File: src/rtl/uart_cfg_pkg.sv
// Shared types and constants for the UART configuration command initiator.
// Holds state encoding, register addresses and response byte codes.
package uart_cfg_pkg;

  typedef enum logic [1:0] {
    ST_IDLE,
    ST_ISSUE,
    ST_WAIT_ACK,
    ST_RESP
  } state_e;

  localparam logic [3:0] ADDR_DEFAULTS    = 4'h0;
  localparam logic [3:0] ADDR_PARITY      = 4'h9;
  localparam logic [3:0] ADDR_PARITY_TYPE = 4'hA;
  localparam logic [3:0] ADDR_STOP_BITS   = 4'hB;
  localparam logic [3:0] ADDR_FRAME_LEN   = 4'hC;

  localparam logic [3:0] READ_CODE = 4'hF;

  localparam logic [7:0] RSP_WR_OK    = 8'h00;
  localparam logic [3:0] RSP_RD       = 4'h1;
  localparam logic [7:0] RSP_DEFAULTS = 8'hD0;
  localparam logic [7:0] RSP_TIMEOUT  = 8'hE0;
  localparam logic [7:0] RSP_NO_DATA  = 8'hE1;
  localparam logic [7:0] RSP_BAD_ADDR = 8'hE2;

  function automatic logic addr_known(input logic [3:0] addr);
    return (addr == ADDR_DEFAULTS)  || (addr == ADDR_PARITY)    ||
           (addr == ADDR_PARITY_TYPE) || (addr == ADDR_STOP_BITS) ||
           (addr == ADDR_FRAME_LEN);
  endfunction

endpackage

File: src/rtl/cfg_ack_timer.sv
// Saturating wait counter for the register-file acknowledge.
// expired flags the last permitted wait cycle, so the master leaves after ACK_TIMEOUT cycles.
module cfg_ack_timer #(
  parameter int ACK_TIMEOUT = 8
) (
  input  logic clk_16bd,
  input  logic rst,
  input  logic clear,
  input  logic enable,
  output logic expired
);

  localparam int W = $clog2(ACK_TIMEOUT + 1);
  localparam logic [W-1:0] LIMIT = W'(ACK_TIMEOUT);
  localparam logic [W-1:0] LAST  = W'(ACK_TIMEOUT - 1);

  logic [W-1:0] count_q, count_d;

  always_comb begin
    count_d = count_q;
    if (clear) begin
      count_d = '0;
    end else if (enable && (count_q != LIMIT)) begin
      count_d = count_q + 1'b1;
    end
  end

  always_ff @(posedge clk_16bd) begin
    if (rst) begin
      count_q <= '0;
    end else begin
      count_q <= count_d;
    end
  end

  // The increment at the end of this cycle would reach ACK_TIMEOUT.
  assign expired = (count_q >= LAST);

endmodule

File: src/rtl/uart_cfg_master.sv
// Turns UART command bytes into single-cycle config register accesses
// and returns one status byte per command; every output is registered.
module uart_cfg_master
  import uart_cfg_pkg::*;
#(
  parameter int ACK_TIMEOUT = 8
) (
  input  logic       clk_16bd,
  input  logic       rst,
  input  logic [7:0] rx_data,
  input  logic       rx_valid,
  output logic       rx_ready,
  output logic       cfg_valid,
  output logic [3:0] cfg_address,
  output logic [3:0] cfg_data,
  input  logic       cfg_ack,
  input  logic [3:0] cfg_data_out,
  input  logic       cfg_data_out_valid,
  output logic [7:0] tx_data,
  output logic       tx_valid,
  input  logic       tx_ready,
  output logic       busy
);

  state_e     state_q, state_d;
  logic       rx_ready_q, rx_ready_d;
  logic       cfg_valid_q, cfg_valid_d;
  logic [3:0] addr_q, addr_d;
  logic [3:0] data_q, data_d;
  logic [7:0] tx_data_q, tx_data_d;
  logic       tx_valid_q, tx_valid_d;
  logic       busy_q, busy_d;
  logic       timer_clear, timer_en, timer_expired;

  cfg_ack_timer #(
    .ACK_TIMEOUT(ACK_TIMEOUT)
  ) u_timer (
    .clk_16bd(clk_16bd),
    .rst     (rst),
    .clear   (timer_clear),
    .enable  (timer_en),
    .expired (timer_expired)
  );

  always_comb begin
    state_d     = state_q;
    addr_d      = addr_q;
    data_d      = data_q;
    tx_data_d   = tx_data_q;
    timer_clear = 1'b0;
    timer_en    = 1'b0;
    case (state_q)
      ST_IDLE: begin
        if (rx_valid && rx_ready_q) begin
          addr_d = rx_data[7:4];
          data_d = rx_data[3:0];
          if (addr_known(rx_data[7:4])) begin
            state_d = ST_ISSUE;
          end else begin
            state_d   = ST_RESP;
            tx_data_d = RSP_BAD_ADDR;
          end
        end
      end
      ST_ISSUE: begin
        timer_clear = 1'b1;
        // Restore-defaults is fire-and-forget: the register file never acks it.
        if (addr_q == ADDR_DEFAULTS) begin
          state_d   = ST_RESP;
          tx_data_d = RSP_DEFAULTS;
        end else begin
          state_d = ST_WAIT_ACK;
        end
      end
      ST_WAIT_ACK: begin
        timer_en = !cfg_ack;
        if (cfg_ack) begin
          state_d = ST_RESP;
          if (data_q != READ_CODE) begin
            tx_data_d = RSP_WR_OK;
          end else if (cfg_data_out_valid) begin
            tx_data_d = {RSP_RD, cfg_data_out};
          end else begin
            tx_data_d = RSP_NO_DATA;
          end
        end else if (timer_expired) begin
          state_d   = ST_RESP;
          tx_data_d = RSP_TIMEOUT;
        end
      end
      ST_RESP: begin
        if (tx_ready) begin
          state_d = ST_IDLE;
        end
      end
      default: state_d = ST_IDLE;
    endcase

    // Outputs are decoded from the next state so they register alongside it.
    rx_ready_d  = (state_d == ST_IDLE);
    cfg_valid_d = (state_d == ST_ISSUE);
    tx_valid_d  = (state_d == ST_RESP);
    busy_d      = (state_d != ST_IDLE);
  end

  always_ff @(posedge clk_16bd) begin
    if (rst) begin
      state_q     <= ST_IDLE;
      rx_ready_q  <= 1'b0;
      cfg_valid_q <= 1'b0;
      addr_q      <= '0;
      data_q      <= '0;
      tx_data_q   <= '0;
      tx_valid_q  <= 1'b0;
      busy_q      <= 1'b0;
    end else begin
      state_q     <= state_d;
      rx_ready_q  <= rx_ready_d;
      cfg_valid_q <= cfg_valid_d;
      addr_q      <= addr_d;
      data_q      <= data_d;
      tx_data_q   <= tx_data_d;
      tx_valid_q  <= tx_valid_d;
      busy_q      <= busy_d;
    end
  end

  assign rx_ready    = rx_ready_q;
  assign cfg_valid   = cfg_valid_q;
  assign cfg_address = addr_q;
  assign cfg_data    = data_q;
  assign tx_data     = tx_data_q;
  assign tx_valid    = tx_valid_q;
  assign busy        = busy_q;

endmodule

File: config.mk
export PLATFORM = sky130hd
export DESIGN_NAME = uart_cfg_master
export DESIGN_NICKNAME = d
export VERILOG_FILES = /design/src/rtl/uart_cfg_pkg.sv /design/src/rtl/cfg_ack_timer.sv /design/src/rtl/uart_cfg_master.sv
export SDC_FILE = /design/constraint.sdc
export NUM_CORES = 1
export LEC_CHECK = 0
export CAP_MARGIN = 20
export CORE_ASPECT_RATIO = 1.2
export CORE_UTILIZATION = 49
export CTS_CLUSTER_SIZE = 30
export DETAILED_ROUTE_END_ITERATION = 7
export MAX_ROUTING_LAYER = met4
export PLACE_DENSITY = 0.83
export SYNTH_ARGS = -nofsm -noshare
export SYNTH_HDL_FRONTEND = slang
export SYNTH_SLANG_ARGS = --single-unit
File: constraint.sdc
create_clock -name clk_16bd -period 3 [get_ports clk_16bd]
set_input_delay 0.6 -clock clk_16bd [delete_from_list [all_inputs] [get_ports clk_16bd]]
set_output_delay 0.6 -clock clk_16bd [all_outputs]
set_load 0.1 [all_outputs]
==> impl.org, run 1 <==
** Detailed routing
- Dividing the detail-routed via count by the number of cells gives 5.46.
- DR vias :: 1120
- In this run the remaining antenna-violating nets after routing total 0.
- Number of design-rule violations left by the first detailed-router iteration :: 28
- After detailed routing, the total wire length is 2830 microns.
- Detailed Routing Iterations Pass 1 :: 4
- After detailed routing, the number of remaining DRC violations is 0.
- Avg WL per Cell :: 13.8 microns

** Setup path
- Tracing the worst setup path back leads to its startpoint at cfg_ack.
- Worst path required time :: 3.20 ns
- Data arrives at the worst endpoint at 2.15 ns.
- The cell family contributing the most delay on the critical path is compound AO/OA/AOI/OAI gates.
- In this run the critical register-to-register path is launched from state_q[1].
- Type of element launching the critical path :: input port
- Walking the worst path, the cells encountered are clkdlybuf4s50_1 > a211o_1 > nand2_1 > o21ai_0 > o32ai_1 > o21ai_1.
- The critical path is of the input port to flop type.
- Kind of end point of the critical path :: flop
- Of all nets on the critical path, the largest fanout is 5.
- On the critical path, the stage with the largest delay is an instance of sky130_fd_sc_hd__clkdlybuf4s50_1.
- In this design, the stage delay of the slowest critical-path cell is 0.48 ns.
- Buffer and inverter count on the worst path :: 1

** Yosys
- Average footprint of a synthesized cell :: 9.17 sq um
- Synthesis inferred 25 register bits.
- By area the synthesized netlist is led by sky130_fd_sc_hd__dfxtp_1, sky130_fd_sc_hd__mux2i_1, sky130_fd_sc_hd__ha_1, sky130_fd_sc_hd__nor3_1, sky130_fd_sc_hd__nor2_1.
- When the netlist entered floorplanning its net count stood at 162.
- After synthesis, the largest family of logic cells by area is simple AND/OR/NAND/NOR gates.
- Fraction of the yosys area taken by sequential cells :: 0.396
- Count of yosys warnings during synthesis :: 0
- Area fraction of the dominant cell type after synthesis :: 0.396
- After technology mapping, the gate count stands at 138.
- Multiplexer share of the synthesized area :: 0.0712
- Of the total synthesized cell area, the portion taken by XOR and XNOR cells is 0.0277.
- Most area-hungry cell type in the Yosys netlist :: sky130_fd_sc_hd__dfxtp_1
- The cell area that synthesis handed to floorplanning was 0.00126 sq mm.
- Of the total synthesized cell area, the portion taken by AND, OR, NAND and NOR gates is 0.211.
- Synthesized-area fraction occupied by adder cells :: 0.0593
- The number of different library cells used by synthesis comes to 39.
- The area fraction in compound gates after synthesis is 0.192.

** Global route
- The initial antenna violation count was 0.
- Global routing finished with a remaining overflow of 0.
- Largest net degree at the start of global routing :: 21
- Across every metal layer, demand over resource in global routing totals 0.229.
- Number of global-route vias before repair :: 1158
- The first global-routing pass estimated 4800 microns of wire.

** Power and ir drop
- Of the total power, registers draw 0.247.
- VDD sags by at most 0.740 mV.
- The analysis attributes to net switching a power of 1040 uW.
- Of the total power, the share spent switching nets is 0.553.
- Comb pwr share :: 0.674
- Leakage power figure :: 0.000727 uW
- Dividing total power by cell area gives a power density of 1160 mW/mm^2.
- Post-layout power :: 1890 uW
- Internal power of the cells :: 845 uW
- The share of total power dissipated in the clock network is 0.079.

** Clock network
- Skew-Pair Late Insertion Delay :: 0.32 ns
- Buffer count from post-CTS setup fixing :: 0
- The root buffer cell chosen for the clock tree is sky130_fd_sc_hd__clkbuf_4.
- Clock tree synthesis found a total of 25 sinks.
- TritonCTS built the clock tree.
- Hold Buf Count CTS :: 0
- Cts repair resizes :: 0
- Clock-pin slew was measured on the worst setup and hold paths at 0.13 ns.
- Number of clock buffers inserted by TritonCTS :: 3
- In this run the deepest clock path goes through 2 buffers.
- In this run the number of H-tree levels came out at 1.

** Status
- Result of the run :: finished clean

** Die
- Area of the placeable core :: 0.00238 sq mm
- The die covers 0.00279 sq mm.
- The initial utilization of the core area, before any placement, comes to 0.532.
- Ports :: 38
- After floorplanning, the core was divided into 19 placement rows.
- Height of the chip :: 57.7 microns
- Chip Width :: 48.4 microns

** Final layout
- Number of inserted diodes :: 0
- Syn-to-layout area delta :: 28.8%
- Share of the core filled with cells in the final layout :: 0.685
- In the layout the commonest cells are sky130_fd_sc_hd__dfxtp_1, sky130_fd_sc_hd__buf_4, sky130_fd_sc_hd__clkdlybuf4s50_1, sky130_fd_sc_hd__nor2_1, sky130_fd_sc_hd__nor3_1.
- Layout cell share with drive strength beyond 1 :: 0.184
- The multi-input combinational cells in the finished layout cover a total of 709 sq um.
- The library cell used most frequently in the layout, excluding fill and tap cells, is sky130_fd_sc_hd__dfxtp_1.
- Fill cells in the final layout number 197.
- Final Net Count :: 199
- Register cell area after layout :: 500 sq um

** STA
- Dividing the final minimum period by the clock period gives 0.648.
- Number of pins exceeding their max-slew limit in the final report :: 0
- Counting I/O delays and the setup requirement, the final critical path takes 1.94 ns.
- Worst slew margin :: 0.537
- Setup violations remaining at the end of the flow were counted as 0.
- Slew at the pin closest to its max-slew limit :: 0.693 ns
- In the final timing run, aggregate negative setup slack is 0 ns.
- Clock Skew :: 0.00316 ns
- Maximum frequency from static timing analysis :: 515 MHz
- Setup repair after global routing left no endpoint under its margin.
- Final hold violation count :: 0

** Place
- Placer Congestion :: 0.855
- Detailed placement finished with a half-perimeter wire length of 2200 microns.
- Port Buffer Count :: 37

** Min path
- The worst hold path belongs to the class flop to flop.
- Min-delay src :: tx_data[0]

** Job
- The tool flagged a number of max-cap violations equal to 0.
-- logic make-up (layout without fill, tap and decap cells) --
| group | Yosys count | after routing |
|---|---|---|
| DFF | 25 | 25 |
| adders and majority gates | 6 | 6 |
| AOI/OAI and AO/OA | 32 | 32 |
| buffers and inverters | 13 | 49 |
| and+or+nand+nor | 49 | 49 |
| xor gates and xnor gates | 4 | 4 |
| muxes | 9 | 9 |
-- layout make-up --
| cell class | count | area share |
|---|---|---|
| multi-input combinational | 100 | 0.435 |
| sequential | 25 | 0.307 |
| timing repair buffer | 38 | 0.201 |
| tap | 31 | 0.0238 |
| clock buffer | 4 | 0.0161 |
| inverter | 7 | 0.0161 |
-- metrics by stage --
step | hold slack [ns] | setup slack [ns] | instance area (sq um) | std cells
2_1_floorplan | 0.533 | 0.884 | 1260 | 138
3_3_place_gp | 0.463 | 0.778 | 1600 | 201
3_5_place_dp | 0.477 | 0.722 | 1600 | 201
4_1_cts | 0.500 | 1.06 | 1630 | 205
5_1_grt | 0.535 | 0.956 | 1630 | 205
6_report | 0.495 | 1.06 | 1630 | 205
-- worst paths after layout --
check                           slack, ns          to  depth (start not counted)
worst max-delay path                 1.06        busy                          6
worst min-delay path                 0.50  tx_data[0]                          2
worst max register to register       1.14  tx_data[6]                          6
worst min register to register       0.50  tx_data[0]                          2
-- sequential cells by signal, indices dropped and copies added, names as in the netlist --
signal and flops:
rx_ready 1, u_timer.count_q 4, cfg_address 4, tx_data 7
cfg_valid 1, tx_valid 1, cfg_data 4, busy 1
state_q 2
-- tightest hold or removal path, cell delays in order, from the launching register on --
cell,delay [ns]
sky130_fd_sc_hd__dfxtp_1,0.33
sky130_fd_sc_hd__o21ai_0,0.07
sky130_fd_sc_hd__a21oi_1,0.06
-- routing by layer --
layer | track usage | up-vias | wire length, microns
li1 | - | 569 | -
met1 | 0.242 | 515 | 1170
met2 | 0.419 | 31 | 1500
met3 | 0.0341 | 5 | 113
met4 | 0.113 | 0 | 45
met5 | - | - | 0
-- power groups by stage --
stage / clock network [uW] / logic [uW] / registers [uW]
final: 148 / 1270 / 466
after floorplan: 0 / 626 / 886
after global placement: 0 / 1240 / 469
after detailed placement: 0 / 1270 / 475
after CTS: 153 / 1280 / 467
after global routing: 169 / 1350 / 476
-- synthesized netlist by cell type --
| cell type | count |
|---|---|
| sky130_fd_sc_hd__nand3_1 | 3 |
| sky130_fd_sc_hd__xor2_1 | 3 |
| sky130_fd_sc_hd__o32a_2 | 1 |
| sky130_fd_sc_hd__a211o_1 | 1 |
| sky130_fd_sc_hd__a21oi_2 | 1 |
| sky130_fd_sc_hd__inv_1 | 7 |
| sky130_fd_sc_hd__a211oi_1 | 1 |
| sky130_fd_sc_hd__a22oi_4 | 1 |
| sky130_fd_sc_hd__a21oi_1 | 8 |
| sky130_fd_sc_hd__nand3b_1 | 3 |
| sky130_fd_sc_hd__clkbuf_1 | 3 |
| sky130_fd_sc_hd__buf_4 | 1 |
| sky130_fd_sc_hd__mux2i_1 | 9 |
| sky130_fd_sc_hd__nor3_1 | 12 |
| sky130_fd_sc_hd__o21ai_1 | 1 |
| sky130_fd_sc_hd__ha_1 | 6 |
| sky130_fd_sc_hd__o21ai_0 | 8 |
| sky130_fd_sc_hd__xnor2_1 | 1 |
| sky130_fd_sc_hd__o32ai_1 | 2 |
| sky130_fd_sc_hd__nor4_1 | 1 |
| sky130_fd_sc_hd__a311oi_1 | 1 |
| sky130_fd_sc_hd__buf_2 | 2 |
| sky130_fd_sc_hd__dfxtp_1 | 25 |
| sky130_fd_sc_hd__nand4_1 | 2 |
| sky130_fd_sc_hd__o31a_2 | 1 |
| sky130_fd_sc_hd__a22o_1 | 1 |
| sky130_fd_sc_hd__o21bai_1 | 1 |
| sky130_fd_sc_hd__a21bo_2 | 1 |
| sky130_fd_sc_hd__and3b_1 | 1 |
| sky130_fd_sc_hd__a32o_1 | 1 |
| sky130_fd_sc_hd__nor2_1 | 12 |
| sky130_fd_sc_hd__nor3b_2 | 1 |
| sky130_fd_sc_hd__or2_1 | 1 |
| sky130_fd_sc_hd__nor2b_1 | 3 |
| sky130_fd_sc_hd__o22ai_1 | 1 |
| sky130_fd_sc_hd__o31ai_4 | 1 |
| sky130_fd_sc_hd__nor4_4 | 1 |
| sky130_fd_sc_hd__nor3b_1 | 1 |
| sky130_fd_sc_hd__nand2_1 | 8 |
Note: power is estimated with default switching activity, not from simulation.
==> run 2: changes to the inputs <==
--- a/config.mk
+++ b/config.mk
@@ -7,11 +7,11 @@
 export LEC_CHECK = 0
 export CAP_MARGIN = 20
 export CORE_ASPECT_RATIO = 1.2
-export CORE_UTILIZATION = 49
+export CORE_UTILIZATION = 41
 export CTS_CLUSTER_SIZE = 30
 export DETAILED_ROUTE_END_ITERATION = 7
 export MAX_ROUTING_LAYER = met4
-export PLACE_DENSITY = 0.83
+export PLACE_DENSITY = 0.74
 export SYNTH_ARGS = -nofsm -noshare
 export SYNTH_HDL_FRONTEND = slang
 export SYNTH_SLANG_ARGS = --single-unit
==> constraint.sdc (replaced) <==
create_clock -name clk_16bd -period 1.6 [get_ports clk_16bd]
set_input_delay 0.32 -clock clk_16bd [delete_from_list [all_inputs] [get_ports clk_16bd]]
set_output_delay 0.32 -clock clk_16bd [all_outputs]
set_load 0.1 [all_outputs]
==> impl.org, run 2 (synthesis gave the netlist of run 1 again) <==
** Status
- Result of the run: finished clean (unchanged).

** Clock network
- The TritonCTS clock tree is done (unchanged).
- The clock tree root buffer cell is sky130_fd_sc_hd__clkbuf_4 (unchanged).
- The count of clock tree sinks was 25 (unchanged).
- The clock slew seen by the registers of the worst setup and hold paths came to 0.14 ns (was 0.13 ns).
- The buffer levels on the longest clock path is 2 (unchanged).
- The number of H-tree levels came to 1 (unchanged).
- Number of clock buffers inserted by TritonCTS :: 3 (unchanged)
- Skew-Pair Late Insertion Delay :: 0.32 ns (about the same)
- Hold Buf Count CTS :: 0 (unchanged)

** Power and ir drop
- The power after layout is 4720 uW (was 1890 uW).
- Leakage power figure :: 0.000949 uW (was 0.000727 uW)
- Power per unit of standard cell area :: 2110 mW/mm^2 (was 1160 mW/mm^2)
- Worst IR drop on VDD :: 1.48 mV (was 0.740 mV)

** Final layout
- Commonest non-fill, non-tap cells in the layout :: sky130_fd_sc_hd__buf_12, sky130_fd_sc_hd__buf_4, sky130_fd_sc_hd__clkdlybuf4s50_1, sky130_fd_sc_hd__dfxtp_1, sky130_fd_sc_hd__dfxtp_2 (was sky130_fd_sc_hd__dfxtp_1, sky130_fd_sc_hd__buf_4, sky130_fd_sc_hd__clkdlybuf4s50_1, sky130_fd_sc_hd__nor2_1, sky130_fd_sc_hd__nor3_1)
- The utilization of the core after routing was 0.780 (was 0.685).
- The layout-stage area growth over the synthesis result came to 76.6% (was 28.8%).
- The leading cell type in the layout, fill and taps excluded was sky130_fd_sc_hd__buf_12 (was sky130_fd_sc_hd__dfxtp_1).
- Final Net Count :: 221 (was 199)
- The number of antenna repair diodes was 0 (unchanged).
- The flip-flop count of the largest register after layout was 7 (unchanged).
- The fraction of layout instances using a drive strength above 1 was 0.464 (was 0.184).

** Setup path
- Crit path DAT :: 1.83 ns (was 2.15 ns)
- Cell with the largest stage delay on the worst path :: sky130_fd_sc_hd__clkdlybuf4s50_1 (unchanged)
- Kind of end point of the critical path :: flop (unchanged)
- The delay of the slowest cell on the worst path was 0.51 ns (was 0.48 ns).
- List of cells traversed by the critical path :: clkdlybuf4s50_1 > nand2_1 > o31ai_2 > o32a_4 > nor3b_2 (was clkdlybuf4s50_1 > a211o_1 > nand2_1 > o21ai_0 > o32ai_1 > o21ai_1)
- Buffer and inverter count on the worst path :: 1 (unchanged)
- Top Family by Delay on Critical Path :: compound AO/OA/AOI/OAI gates (unchanged)
- Type of element launching the critical path :: input port (unchanged)
- Worst path required time :: 1.84 ns (was 3.20 ns)
- The maximum fanout along the worst path is 4 (was 5).
- The critical path start-end classification was input port to flop (unchanged).

** STA
- Slew at the pin closest to its max-slew limit :: 0.491 ns (was 0.693 ns)
- Part of the cycle the worst path needs :: 0.995
- Worst slew margin :: 0.671 (was 0.537)
- The routed design could run at a clock period as short as 1.59 ns.
- The setup TNS was 0 ns (unchanged).
- Number of pins exceeding their max-slew limit in the final report :: 0 (unchanged)
- Timing would allow up to 628 MHz.
- Worst Hold Margin :: 0.466 ns (was 0.495 ns)
- Clock Skew :: 0.00255 ns (was 0.00316 ns)
- The setup-violating endpoint count in the final report is 0 (unchanged).
- The final count of hold timing violations is 0 (unchanged).

** Global route
- Remaining global-route overflow :: 0 (unchanged)
- Largest net degree at the start of global routing :: 15 (was 21)
- Total Routing Usage GR :: 0.237 (was 0.229)
- Number of global-route vias before repair :: 1278 (was 1158)
- First-pass GRT wire length :: 5780 microns (was 4800 microns)
- The initial antenna violation count was 0 (unchanged).

** Detailed routing
- Number of design-rule violations left by the first detailed-router iteration :: 27 (was 28)
- DRC violation count after routing :: 0 (unchanged)
- Post-route ant nets :: 0 (unchanged)
- The routed wire length is 4040 microns (was 2830 microns).
- Mean number of vias per cell :: 5.76 (was 5.46)
- The overall via count from detail_route was 1324 (was 1120).
- The average wire per cell in the routed design is 17.6 microns (was 13.8 microns).
- The number of optimization iterations in the first detailed-route pass was 4 (unchanged).

** Die
- The total I/O pin count was 38 (unchanged).
- Area of the placeable core :: 0.00286 sq mm (was 0.00238 sq mm)
- The area enclosed by the die boundary came to 0.00331 sq mm (was 0.00279 sq mm).
- Height of the chip :: 62.8 microns (was 57.7 microns)
- Number of rows created at floorplan :: 21 (was 19)
- Chip Width :: 52.7 microns (was 48.4 microns)
- Starting Density :: 0.442 (was 0.532)

** Place
- DPL Wire Length :: 2660 microns (was 2200 microns)
- Port Buffer Count :: 37 (unchanged)
- Placer Congestion :: 0.777 (was 0.855)

** Job
- Max cap viols :: 0 (unchanged)

** Min path
- Hold Path Class :: input port to flop (was flop to flop)
run 2: cell count changes in the layout (fill, tap and decap cells not counted), sizes merged:
| cell | change |
|---|---|
| o31ai | +1 |
| buf | +21 |
| clkbuf | -1 |
| clkdlybuf4s50 | -2 |
| dlygate4sd2 | +2 |
| clkinv | +1 |
run 2: final timing paths:
kind | slack [ns] | cells past startpoint | endpoint | start
min | 0.47 | 3 | cfg_address[3] | rx_data[7]
max reg2reg | 0.008 | 7 | busy | state_q[0]
max | 0.008 | 5 | rx_ready | rx_valid
min reg2reg | 0.54 | 2 | tx_data[0] | tx_data[0]
run 2: worst min-delay path: stages:
cell and delay (ns):
sky130_fd_sc_hd__dlygate4sd2_1 0.27, sky130_fd_sc_hd__mux2i_1 0.10, sky130_fd_sc_hd__nor2_1 0.08
run 2: report_power, final:
group          internal (uW)  switching (uW)  total [uW]
clock network           93.9             201         295
registers                797             179         976
logic                   1410            2040        3450
total                   2300            2420        4720
run 2: final cells by class:
cell class	instances	area [sq um]
Inverter	7	26.3
Clock buffer	3	22.5
Fill cell	180	631
Tap cell	34	42.5
Multi-Input combinational cell	101	862
Sequential cell	25	526
Timing Repair Buffer	59	749
Clock inverter	1	5.00
run 2: repair_timing:
| item | 4_1_cts | 5_1_grt |
|---|---|---|
| pin swaps | 7 | 6 |
| resized for setup | 13 | 27 |
| gates cloned | 1 | 0 |
| endpoints found under the setup margin | 12 | 23 |
| setup buffers | 0 | 2 |
run 2: routing by layer:
| metal | global-route usage | share of wire |
|---|---|---|
| met5 | - | 0 |
| met4 | 0.0888 | 0.013 |
| met3 | 0.0438 | 0.043 |
| met2 | 0.424 | 0.58 |
| met1 | 0.247 | 0.37 |
run 2: per-stage QoR:
stage / setup slack (ns) / instances / area, sq um
4_1_cts: -0.0470 / 228 / 2110
3_3_place_gp: -0.322 / 223 / 2030
5_1_grt: -0.0466 / 230 / 2230
6_report: 0.00838 / 230 / 2230
2_1_floorplan: -0.0187 / 138 / 1280
3_5_place_dp: -0.379 / 223 / 2030
==> run 3: changes to the inputs <==
--- a/config.mk
+++ b/config.mk
@@ -5,13 +5,14 @@
 export SDC_FILE = /design/constraint.sdc
 export NUM_CORES = 1
 export LEC_CHECK = 0
+export ABC_AREA = 1
 export CAP_MARGIN = 20
 export CORE_ASPECT_RATIO = 1.2
-export CORE_UTILIZATION = 41
+export CORE_UTILIZATION = 42
 export CTS_CLUSTER_SIZE = 30
 export DETAILED_ROUTE_END_ITERATION = 7
 export MAX_ROUTING_LAYER = met4
-export PLACE_DENSITY = 0.74
+export PLACE_DENSITY = 0.75
 export SYNTH_ARGS = -nofsm -noshare
 export SYNTH_HDL_FRONTEND = slang
 export SYNTH_SLANG_ARGS = --single-unit
==> impl.org, run 3 <==
** Status
- Result of the run: finished clean (unchanged).

** Detailed routing
- The number of optimization iterations in the first detailed-route pass was 4 (unchanged).
- The routed wire length is 2950 microns (was 4040 microns).
- The average wire per cell in the routed design came to 10.6 microns (was 17.6 microns).
- The detailed router's first-iteration violation count came to 20 (was 27).
- Post-route ant nets :: 0 (unchanged)
- DR vias :: 1327 (was 1324)
- Mean number of vias per cell :: 4.79 (was 5.76)
- The residual DRC count came to 0 (unchanged).

** Global route
- The global-route met3 utilization was 0.0314 (was 0.0438).
- The initial antenna violation count came to 0 (unchanged).
- The largest net degree at the start of global routing came to 16 (was 15).
- Total Routing Usage GR :: 0.200 (was 0.237)
- Number of global-route vias before repair :: 1229 (was 1278)
- The wire length of the first global-routing pass was 5000 microns (was 5780 microns).
- Fraction of met1 tracks used by global routing :: 0.236 (was 0.247)
- The busiest layer in global routing is met2 (unchanged).
- The met2 track demand over resource was 0.327 (was 0.424).
- The leftover overflow at the end of global routing is 0 (unchanged).

** Final layout
- The flip-flop count of the largest register after layout was 7 (unchanged).
- The total number of nets in the final design came to 266 (was 221).
- Syn-to-layout area delta :: 56.7% (was 76.6%)
- The sequential cell area came to 515 sq um (was 526 sq um).
- The footprint of the multi-input gates was 722 sq um (was 862 sq um).
- The number of antenna repair diodes was 0 (unchanged).
- The fraction of layout instances using a drive strength above 1 is 0.282 (was 0.464).
- The cell area after layout was 0.00208 sq mm (was 0.00223 sq mm).
- FILL cells :: 254 (was 180)
- Commonest non-fill, non-tap cells in the layout: sky130_fd_sc_hd__nand2_1, sky130_fd_sc_hd__nor2_1, sky130_fd_sc_hd__buf_12 (was sky130_fd_sc_hd__buf_12, sky130_fd_sc_hd__buf_4, sky130_fd_sc_hd__clkdlybuf4s50_1, sky130_fd_sc_hd__dfxtp_1, sky130_fd_sc_hd__dfxtp_2).
- Most common cell after layout, fill and taps aside :: sky130_fd_sc_hd__nand2_1 (was sky130_fd_sc_hd__buf_12)

** Yosys
- The post-synth net total is 215 (was 162).
- The cell with the most instances after synthesis is sky130_fd_sc_hd__nand2_1 (was sky130_fd_sc_hd__dfxtp_1).
- Number of synthesized flops with an enable pin :: 0 (unchanged)
- Most common library cells after synthesis :: sky130_fd_sc_hd__nand2_1, sky130_fd_sc_hd__dfxtp_1, sky130_fd_sc_hd__nor2_1 (was sky130_fd_sc_hd__dfxtp_1, sky130_fd_sc_hd__nor2_1, sky130_fd_sc_hd__nor3_1)
- The count of warnings emitted by yosys is 0 (unchanged).
- Post-synth top flop :: sky130_fd_sc_hd__dfxtp_1 (unchanged)
- Unique cell type count in the Yosys netlist :: 27 (was 39)
- The area share of the leading cell type in the synthesized netlist came to 0.377 (was 0.396).
- The synthesized area per cell came to 6.96 sq um (was 9.17 sq um).
- The number of synthesized register bits is 25 (unchanged).
- Cells after synthesis :: 191 (was 138)
- The sequential share of the synthesized area was 0.377 (was 0.396).
- The share of async-settable or async-resettable flops after synthesis came to 0 (unchanged).
- Post-synthesis instance area :: 0.00133 sq mm (was 0.00126 sq mm)
- The top cell type by total area after synthesis was sky130_fd_sc_hd__dfxtp_1 (unchanged).
- Top area cells in the synthesized netlist :: sky130_fd_sc_hd__dfxtp_1, sky130_fd_sc_hd__nand2_1, sky130_fd_sc_hd__nor2_1, sky130_fd_sc_hd__a21oi_1, sky130_fd_sc_hd__nand3_1 (was sky130_fd_sc_hd__dfxtp_1, sky130_fd_sc_hd__mux2i_1, sky130_fd_sc_hd__ha_1, sky130_fd_sc_hd__nor3_1, sky130_fd_sc_hd__nor2_1)

** STA
- The max-slew violation count was 0 (unchanged).
- The worst slew margin relative to its limit was 0.770 (was 0.671).
- The setup-violating endpoint count in the final report is 0 (unchanged).
- The shortest clock period the worst path allows after layout came to 1.46 ns (was 1.59 ns).
- Final hold violation count :: 0 (unchanged)
- The transition time at the pin with the least slew margin was 0.344 ns (was 0.491 ns).
- The ratio of final minimum period to clock period is 0.915 (was 0.995).
- Clock Skew :: 0.00977 ns (was 0.00255 ns)
- The fmax was 683 MHz (was 628 MHz).

** Clock network
- The clock buffer count from CTS is 3 (unchanged).
- TritonCTS clock tree :: done (unchanged)
- Clock-pin slew of the registers on the worst-case setup and hold paths :: 0.14 ns (about the same)
- H-tree Lvls :: 1 (unchanged)
- The hold buffer count at cts is 0 (unchanged).
- Number of clock sinks :: 25 (unchanged)
- The clock tree root buffer cell was sky130_fd_sc_hd__clkbuf_4 (unchanged).
- The insertion delay of the later-clocked pin in the worst-skew pair was 0.33 ns (was 0.32 ns).
- Buffer depth of the longest clock path :: 2 (unchanged)

** Setup path
- The sort of element at the end of the critical path was a flop (unchanged).
- The critical path start-end classification is flop to flop (was input port to flop).
- Crit path DAT :: 1.69 ns (was 1.83 ns)
- The required arrival time at the worst endpoint came to 1.83 ns (was 1.84 ns).
- Critical path origin :: state_q[1] (was rx_valid)
- The source of the worst register-to-register timing path was state_q[1] (was state_q[0]).
- The endpoint of the most critical setup path is tx_data[0] (was rx_ready).
- R2R setup slack :: 0.14 ns (was 0.008 ns)
- Type of element launching the critical path :: flop (was input port)
- Maximum net fanout on the critical path :: 9 (was 4)
- The terminus of the critical flop-to-flop path is tx_data[0] (was busy).
- R2r worst-path depth :: 7 (unchanged)

** Min path
- The path type of the worst min-delay path is flop to flop (was input port to flop).

** Power and ir drop
- The leakage power was 0.000890 uW (was 0.000949 uW).
- Worst IR drop on VDD :: 1.43 mV (was 1.48 mV)
- The power after layout is 4070 uW (was 4720 uW).
- The total power per unit cell area is 1960 mW/mm^2 (was 2110 mW/mm^2).

** Die
- The total I/O pin count came to 38 (unchanged).
- Area of the placeable core :: 0.00303 sq mm (was 0.00286 sq mm)
- DIE AREA :: 0.00339 sq mm (was 0.00331 sq mm)
- The number of core rows is 22 (was 21).
- The height of the die is 63.6 microns (was 62.8 microns).
- The starting utilization of the core area was 0.439 (was 0.442).
- Chip Width :: 53.3 microns (was 52.7 microns)

** Place
- The number of port buffers came to 37 (unchanged).
- The cell area after placement was 0.00201 sq mm (was 0.00203 sq mm).
- Placer Congestion :: 0.874 (was 0.777)
- The half-perimeter wire length of the detailed placement result came to 2350 microns (was 2660 microns).

** Job
- Max cap viols :: 0 (unchanged)
## run 3: where the power goes
group	internal, uW	switching, uW	leakage, uW
Clock	95.8	194	0.0000139
Combinational	1070	1770	0.000666
Sequential	788	150	0.000209
Total	1960	2110	0.000890
## run 3: critical path, cell delays in order (launching register included)
cell                      delay [ns]
sky130_fd_sc_hd__dfxtp_2        0.40
sky130_fd_sc_hd__inv_2          0.07
sky130_fd_sc_hd__ha_1           0.20
sky130_fd_sc_hd__o21ai_0        0.22
sky130_fd_sc_hd__a21oi_2        0.09
sky130_fd_sc_hd__buf_4          0.18
sky130_fd_sc_hd__a21oi_1        0.14
sky130_fd_sc_hd__nor2_1         0.06
## run 3: what timing repair did
| item | 4_1_cts | 5_1_grt |
|---|---|---|
| setup buffers | 0 | 1 |
| gates resized for setup | 0 | 9 |
| endpoints found under the setup margin | 0 | 9 |
## run 3: metrics by stage
step                instances   util  worst slack [ns]  hold WS [ns]  TNS [ns]
detailed placement        272  0.665            -0.131         0.481    -0.916
global route              277  0.688          -0.00646         0.531  -0.00646
global placement          272  0.665           -0.0888         0.475    -0.517
CTS                       276  0.675            0.0786         0.502         0
floorplan                 191      -            0.0220         0.463         0
finish                    277  0.688             0.136         0.500         0
## run 3: kinds of logic after synthesis
logic type	synth area share
AND/OR/NAND/NOR	0.359
flip-flops	0.377
AO/OA/AOI/OAI	0.109
buffers and inverters	0.0989
adder cells (fa/ha/maj)	0.0565
## run 3: worst min path at each step
stage	end	cells after the start	start
4_1_cts	cfg_data[0]	2	cfg_data[0]
2_1_floorplan	u_timer.count_q[0]	2	u_timer.count_q[0]
6_report	cfg_data[0]	2	cfg_data[0]
3_3_place_gp	u_timer.count_q[0]	2	u_timer.count_q[0]
3_5_place_dp	cfg_data[0]	2	cfg_data[0]
5_1_grt	cfg_data[0]	2	cfg_data[0]
## run 3: final cells by class
class	count	share of cell area
Clock buffer	3	0.0108
Clock inverter	1	0.00361
Inverter	24	0.0433
Multi-Input combinational cell	137	0.347
Sequential cell	25	0.248
Tap cell	36	0.0216
Timing Repair Buffer	51	0.326
## run 3: metal layers
layer,wire [microns],up-vias
met1,1280,587
met5,0,-
li1,-,707
met4,64,0
met3,71,7
met2,1530,26
